$ cat config.mk
export PLATFORM = sky130hd
export DESIGN_NAME = elevator_request_scheduler
export DESIGN_NICKNAME = d
export VERILOG_FILES = /design/src/rtl/elevator_request_scheduler.sv
export SDC_FILE = /design/constraint.sdc
export NUM_CORES = 1
export LEC_CHECK = 0
export ABC_AREA = 0
export BUFFER_PORTS_ARGS = -buffer_cell sky130_fd_sc_hd__buf_2
export CAP_MARGIN = 20
export CORE_ASPECT_RATIO = 0.7
export CORE_MARGIN = 3
export CORE_UTILIZATION = 45
export CTS_CLUSTER_SIZE = 24
export DETAILED_ROUTE_END_ITERATION = 10
export PLACE_DENSITY_LB_ADDON = 0.08
export SLEW_MARGIN = 20
export SYNTH_ARGS = -nofsm -noshare
export SYNTH_HDL_FRONTEND = slang
export SYNTH_SLANG_ARGS = --single-unit
$ cat constraint.sdc
create_clock -name clk -period 2.1 [get_ports clk]
set_clock_uncertainty 0.1 [all_clocks]
set_input_delay 0.21 -clock clk [delete_from_list [all_inputs] [get_ports clk]]
set_output_delay 0.21 -clock clk [all_outputs]
set_load 0.01 [all_outputs]
$ cat src/rtl/elevator_request_scheduler.sv
// Latches hall/cab calls into a pending vector and picks the next target floor with a
// SCAN sweep, clearing calls once the car has sat idle at a floor for SETTLE_CYCLES.
module elevator_request_scheduler #(
    parameter int NUM_FLOORS    = 3,
    parameter int FLOOR_W       = 2,
    parameter int SETTLE_CYCLES = 2
) (
    input  logic                  clk,
    input  logic                  rst,
    input  logic [NUM_FLOORS-1:0] call_btn,
    input  logic [FLOOR_W-1:0]    current_floor,
    input  logic [1:0]            elevator_status,
    output logic [FLOOR_W-1:0]    request_floor,
    output logic [NUM_FLOORS-1:0] pending,
    output logic [1:0]            sweep_dir,
    output logic                  busy
);

    localparam int                CNT_W    = 4;
    localparam logic [CNT_W-1:0]  SETTLE_L = CNT_W'(SETTLE_CYCLES);
    localparam logic [FLOOR_W:0]  NF_L     = (FLOOR_W+1)'(NUM_FLOORS);

    typedef enum logic [1:0] {
        S_IDLE = 2'b00,
        S_UP   = 2'b01,
        S_DOWN = 2'b10
    } state_t;

    state_t                r_state, w_state_next;
    logic [NUM_FLOORS-1:0] r_btn_q, r_pending;
    logic [NUM_FLOORS-1:0] w_rise, w_serve_mask, w_pend_next;
    logic                  r_armed, r_busy;
    logic [FLOOR_W-1:0]    r_floor_q, r_req, w_req_next;
    logic [FLOOR_W-1:0]    w_lowest_above, w_highest_below;
    logic [1:0]            r_status_q;
    logic [CNT_W-1:0]      r_settle_cnt, w_settle_next;
    logic                  w_floor_ok, w_changed, w_settled, w_above, w_below;

    // r_armed masks the first cycle after reset so a button still held at release
    // only seeds r_btn_q instead of registering a call.
    always_comb begin
        w_rise     = call_btn & ~r_btn_q & {NUM_FLOORS{r_armed}};
        w_floor_ok = (elevator_status == 2'b00) && ({1'b0, current_floor} < NF_L);
        w_changed  = (current_floor != r_floor_q) || (elevator_status != r_status_q);
        w_settled  = w_floor_ok && !w_changed && (r_settle_cnt == SETTLE_L);
    end

    always_comb begin
        w_settle_next = r_settle_cnt;
        if (!w_floor_ok || w_changed) begin
            w_settle_next = '0;
        end else if (r_settle_cnt != SETTLE_L) begin
            w_settle_next = r_settle_cnt + 1'b1;
        end
    end

    // Serve is applied after the set, so a press at the settled floor is absorbed.
    always_comb begin
        w_serve_mask = '0;
        for (int f = 0; f < NUM_FLOORS; f++) begin
            w_serve_mask[f] = w_settled && (current_floor == FLOOR_W'(f));
        end
        w_pend_next = (r_pending | w_rise) & ~w_serve_mask;
    end

    always_comb begin
        w_above         = 1'b0;
        w_below         = 1'b0;
        w_lowest_above  = current_floor;
        w_highest_below = current_floor;
        for (int f = NUM_FLOORS - 1; f >= 0; f--) begin
            if (w_pend_next[f] && (FLOOR_W'(f) > current_floor)) begin
                w_above        = 1'b1;
                w_lowest_above = FLOOR_W'(f);
            end
        end
        for (int f = 0; f < NUM_FLOORS; f++) begin
            if (w_pend_next[f] && (FLOOR_W'(f) < current_floor)) begin
                w_below         = 1'b1;
                w_highest_below = FLOOR_W'(f);
            end
        end
    end

    // Direction and target only move once the car is settled, so a moving car
    // never sees its target change underneath it.
    always_comb begin
        w_state_next = r_state;
        w_req_next   = r_req;
        if (w_settled) begin
            case (r_state)
                S_DOWN: begin
                    if (w_below)      w_state_next = S_DOWN;
                    else if (w_above) w_state_next = S_UP;
                    else              w_state_next = S_IDLE;
                end
                default: begin
                    if (w_above)      w_state_next = S_UP;
                    else if (w_below) w_state_next = S_DOWN;
                    else              w_state_next = S_IDLE;
                end
            endcase
            case (w_state_next)
                S_UP:    w_req_next = w_lowest_above;
                S_DOWN:  w_req_next = w_highest_below;
                default: w_req_next = current_floor;
            endcase
        end
    end

    always_ff @(posedge clk or posedge rst) begin
        if (rst) begin
            r_state      <= S_IDLE;
            r_btn_q      <= '0;
            r_armed      <= 1'b0;
            r_pending    <= '0;
            r_busy       <= 1'b0;
            r_req        <= '0;
            r_floor_q    <= '0;
            r_status_q   <= 2'b00;
            r_settle_cnt <= '0;
        end else begin
            r_state      <= w_state_next;
            r_btn_q      <= call_btn;
            r_armed      <= 1'b1;
            r_pending    <= w_pend_next;
            r_busy       <= |w_pend_next;
            r_req        <= w_req_next;
            r_floor_q    <= current_floor;
            r_status_q   <= elevator_status;
            r_settle_cnt <= w_settle_next;
        end
    end

    assign request_floor = r_req;
    assign pending       = r_pending;
    assign sweep_dir     = r_state;
    assign busy          = r_busy;

endmodule

* After elaboration in Yosys (flattened, before gate mapping)
Cells that the tools add are included.
W data, S select, Z words.
** Storage, ports and cells
- Flip-flop bits (word level) :: 20
** Operators by class
- Add/sub/neg operators :: 1
- Order comparisons :: 7
- Equal/unequal tests :: 9
- Multiplexer cells :: 21
- Bitwise gates (word level) :: 6
- Reduce and logical (&&, ||, !) cells :: 20
** Operators with widths (number)
- $mux W2 :: 11
- $logic_and A1 B1 Y1 :: 12
- $and A3 B3 Y3 :: 3
- $mux W4 :: 2
- $mux W1 :: 7
- $eq A2 B2 Y1 const B :: 3
- $not A3 Y3 :: 2
- $add A4 B1 Y4 const B :: 1
- $eq A2 B1 Y1 const B :: 2
- $eq A4 B2 Y1 const B :: 1
- $gt A1 B2 Y1 const A :: 2
- $logic_not A2 Y1 :: 2
- $lt A1 B2 Y1 const A :: 2
- $ne A2 B2 Y1 :: 2
- $ne A4 B2 Y1 const B :: 1
- $pmux W2 S2 :: 1
- $or A3 B3 Y3 :: 1
- $reduce_or A3 Y1 :: 1
- $gt A2 B2 Y1 const A :: 1
- $logic_not A1 Y1 :: 2
- $logic_or A1 B1 Y1 :: 2
- $lt A2 B2 Y1 const A :: 1
- $lt A2 B2 Y1 const B :: 1
- $reduce_bool A2 Y1 :: 1

* Longest topological paths before layout
- Depth after elaboration :: 18
- Gate-level depth with buffers :: 6
- Gate-level depth less buffers :: 6

* Least setup slack after synthesis
OpenSTA, ideal clock, no wires.
- Path kind :: register -> register
- Start :: register r_pending[1] (netlist: pending[1])
- End :: register r_state[1] (netlist: sweep_dir[1])
- Arrival :: 1492 ps
- Data required time :: 1879 ps
- Path slack :: 387 ps
- Cell stages (with the launch flop) :: 5
- Buffers on the path :: 0
- Period minus slack after synthesis :: 1713 ps
- Path through :: dfrtp_1 > a31oi_1 > a211oi_1 > a311o_1 > a22o_1
** On the way
- Cells in the longest elaborated chain, start to end :: 9
- Elaborated cells between the ends (all ways) :: 13
- Classes of those cells :: mux (9); bitwise (2); reduce/logical (2)
** Ends and longest elaborated chain
- start: declaration :: line 30 : logic [NUM_FLOORS-1:0] r_btn_q, r_pending;
- start signal: assignment :: line 126 : r_pending <= w_pend_next;
- $or A3 B3 Y3 * :: line 63 : w_pend_next = (r_pending | w_rise) & ~w_serve_mask;
- $and A3 B3 Y3 * :: line 63
- $logic_and A1 B1 Y1 :: line 78 : if (w_pend_next[f] && (FLOOR_W'(f) < current_floor)) begin
- $mux W1 (2 in series) :: line 78
- $mux W2 :: line 99 : else if (w_below) w_state_next = S_DOWN;
- $mux W2 :: line 98 : if (w_above) w_state_next = S_UP;
- $mux W2 * :: line 91 : case (r_state)
- $mux W2 * :: line 90 : if (w_settled) begin
- end signal: assignment :: line 123 : r_state <= w_state_next;
- end: declaration :: line 29 : state_t r_state, w_state_next;
Every way passes the cells marked *; elsewhere a longest branch is shown, timed or not. The select of a mux whose other input is x is not followed.
A chain may end at the register's enable or synchronous reset.

* Worst setup path after layout
- Start :: input call_btn[0]
- End :: register r_state[1] (netlist: sweep_dir[1])
** On the way
- Cells in the longest elaborated chain, start to end :: 12
- Elaborated cells between the ends (all ways) :: 15
- Classes of those cells :: mux (9); bitwise (4); reduce/logical (2)
** Ends and longest elaborated chain
- start: declaration :: line 10 : input logic [NUM_FLOORS-1:0] call_btn,
- $and A3 B3 Y3 * (2 in series) :: line 42 : w_rise = call_btn & ~r_btn_q & {NUM_FLOORS{r_armed}};
- $or A3 B3 Y3 * :: line 63
- $and A3 B3 Y3 * :: line 63
- $logic_and A1 B1 Y1 :: line 78
- $mux W1 (3 in series) :: line 78
- $mux W2 :: line 99
- $mux W2 :: line 98
- $mux W2 * :: line 91
- $mux W2 * :: line 90
Marks and branches as above.

==> results.yml <==
run_status:
  outcome: "finished clean"
floorplanning:
  floorplan.initialDensity: 0.492
  core_area_um2: 1920
  placement_rows: 13
  fp.dieH_um: 44.3
  dieArea_um2: 2690
  chipWidth_um: 60.7
  design.portCount: 17
timing:
  max_freq_mhz: 509
  slew_headroom: 0.519
  report.final.slew_viol_count: 0
  transition_time_at_the_pin_with_the_least_slew_margin_ps: 720
  period_share: 0.936
  setup_total_negative_slack_ps: 0
  timing.hold.ws_ps: 21.0
  final.min_clock_period_ps: 1960
  final_report_setup_violation_count: 0
  timing.final.hold_violations: 0
  setup_repair_after_global_routing_missed_its_margin: "no"
placement:
  placedInstanceArea_um2: 1050
  port-buffer-count: 16
  number_of_placed_cells_counting_well_taps: 126
  dp.final_hpwl_um: 1320
  place_congestion: 0.846
synth:
  avgSynthCellArea_um2: 10.8
  synth_register_bits: 20
  ys_top_cells_by_count: "dfrtp_1, inv_1, a21oi_1, nor2_1"
  synth_most_common_cell: "dfrtp_1"
  syn_nets: 98
  synth_enable_flop_cells: 0
  netlist_area_pre_place_um2: 943
  synth_seq_area_share: 0.531
  synthesis_warnings: 0
  synth.top_cell.area_share: 0.531
  asr_flop_ratio_synth: 1.00
  synth_ff_type: "dfrtp_1"
  synthDistinctLibCells: 30
  post_synth_main_area_contributors: "dfrtp_1, a21oi_1, inv_1"
  yosysTopAreaCell: "dfrtp_1"
  synthesis.instances: 87
layout:
  num-nets-final: 126
  area.growth.synth_to_final_pct: 22.0
  fraction_of_layout_cells_with_a_size_suffix_above_1: 0.228
  number_of_filler_cells_placed_in_the_layout: 170
  insertedDiodeCount: 0
  finalInstanceArea_um2: 1150
  finish.cell_count_without_fillers: 136
routing:
  drt_pre_antenna_iters: 4
  routed_via_density: 5.48
  post-route-drc-count: 0
  antenna_left: 0
  detail_route.wirelength_um: 1780
  post_drt_wl_per_cell_um: 13.1
  routed-via-count: 745
  drt_iter0_markers: 32
worst_hold_path:
  hold_endpoint: "r_floor_q[1]"
  hold_start: "current_floor[1]"
  hold_path.class: "primary input to register"
  whs_path_depth: 1
worst_setup_path:
  cp_max_delay_cell: "dlygate4sd3_1"
  rr_worst_depth: 5
  critical_path_arrival_ps: 2060
  worst-endpoint-required_ps: 2190
  reg2reg_setup_slack_ps: 270
  reg2reg_to: "sweep_dir[1]"
  worst_setup_path_end_kind: "register"
  regToRegStartpoint: "r_armed"
  type_of_the_worst_setup_path: "primary input to register"
  timing.critical_path.fanout_max: 7
  timing.critical_path.from_type: "primary input"
  cpPeakStageDelay_ps: 540
  cp_cell_sequence: "dlygate4sd3_1 -> buf_2 -> and3b_1 -> nor2_2 -> o21ai_0 -> a311o_1 -> a22o_1"
clocking:
  cts_tree: "done"
  cts_max_path_buffers: 2
  cts_root_buffer: "clkbuf_4"
  post_cts.repair.setup_buffers: 0
  h-tree-depth: 1
  clk_latency_ps: 300
  numCtsBuffers: 3
  path_clk_slew_ps: 100
  cts.sink_count: 20
global_routing:
  grt_util_all_layers: 0.157
  grt_pass1_wl_um: 3090
  antenna_found_initial: 0
  grt_start_max_net_pins: 21
  grt.overflow.total: 0
  grt_pass1_vias: 681
pwr:
  irDropWorstVdd_uv: 487
  leakagePower_nw: 0.500
  power.density_nw_per_um2: 583
flow_run:
  cap_viol_max_count: 0
worst max path at each step:
| stage | from | endpoint | slack, ps | cells past startpoint |
|---|---|---|---|---|
| 2_1_floorplan | pending[1] | sweep_dir[1] | 390 | 4 |
| 3_3_place_gp | r_armed | sweep_dir[1] | 240 | 5 |
| 3_5_place_dp | r_settle_cnt[0] | sweep_dir[1] | 290 | 6 |
| 4_1_cts | call_btn[0] | sweep_dir[1] | 170 | 7 |
| 5_1_grt | elevator_status[0] | request_floor[1] | 20 | 6 |
| 6_report | call_btn[0] | sweep_dir[1] | 140 | 7 |
layout make-up:
class                      count  area (µm²)  share of cell area
sequential                    20         500               0.435
timing repair buffer          24         155               0.135
tap                           22        27.5              0.0239
inverter                      10        37.5              0.0326
multi-input combinational     56         394               0.342
clock buffer                   4        36.3              0.0315
flip-flops by register name (all words and copies together) (netlist names):
| name | flops |
|---|---|
| r_status_q | 2 |
| r_armed | 1 |
| sweep_dir | 2 |
| r_btn_q | 3 |
| request_floor | 2 |
| busy | 1 |
| r_floor_q | 2 |
| pending | 3 |
| r_settle_cnt | 4 |
cell families (layout without fill, tap and decap cells):
kind of cell             after synthesis  count (layout)  share of synthesized area
adder cells (fa/ha/maj)                2               2                     0.0265
buffers and inverters                 11              38                     0.0517
flip-flops                            20              20                      0.531
AO/OA/AOI/OAI                         26              26                      0.203
other                                  1               1                    0.00397
XOR/XNOR                               3               3                     0.0279
AND/OR/NAND/NOR                       22              22                      0.134
multiplexers                           2               2                     0.0225
worst max-delay path, delay by kind of cell:
family / cells / cell delay (ps)
and+or+nand+nor: 2 / 400
AOI/OAI and AO/OA: 3 / 780
buffers and inverters: 2 / 670
layout by cell type, fill, tap and decap left out, types with 2 or more instances in the layout:
cell	Yosys	final
buf_4	0	2
nor3_1	3	3
nor2_1	7	7
nand2b_1	2	2
a211oi_1	3	3
a22o_1	2	2
dfrtp_1	20	20
dlygate4sd3_1	0	6
buf_2	0	16
inv_1	10	10
nand3_1	2	2
a21oi_1	9	9
nand2_1	3	3
a31oi_1	3	3
clkbuf_4	0	3
o21bai_1	2	2
o21ai_0	2	2
xnor2_1	2	2
ha_1	2	2
per-layer routing:
layer	global-route usage	wire length (µm)	up-vias
li1	-	-	363
met1	0.236	871	345
met2	0.215	738	35
met3	0.0641	155	2
met4	0.0260	12	0
met5	0	0	-
power by group:
part,switching (mW),total (mW),internal [mW]
sequential,0.00426,0.398,0.394
combinational,0.0294,0.0533,0.0239
clock,0.114,0.220,0.106
metrics by stage:
step                      utilization  worst slack [ps]  power (mW)
after CTS                       0.600               171       0.684
after global routing            0.600              22.5       0.710
after floorplan                     -               387       0.435
after detailed placement        0.550               290       0.451
after global placement          0.550               244       0.450
final                           0.600               135       0.671
repair_timing:
action / in CTS / in global routing
endpoints found under the setup margin: 0 / 0
endpoints found under the hold margin: 25 / 0
resized for setup: 0 / 0
hold buffers: 6 / 0
Note: power is estimated with default switching activity, not from simulation.
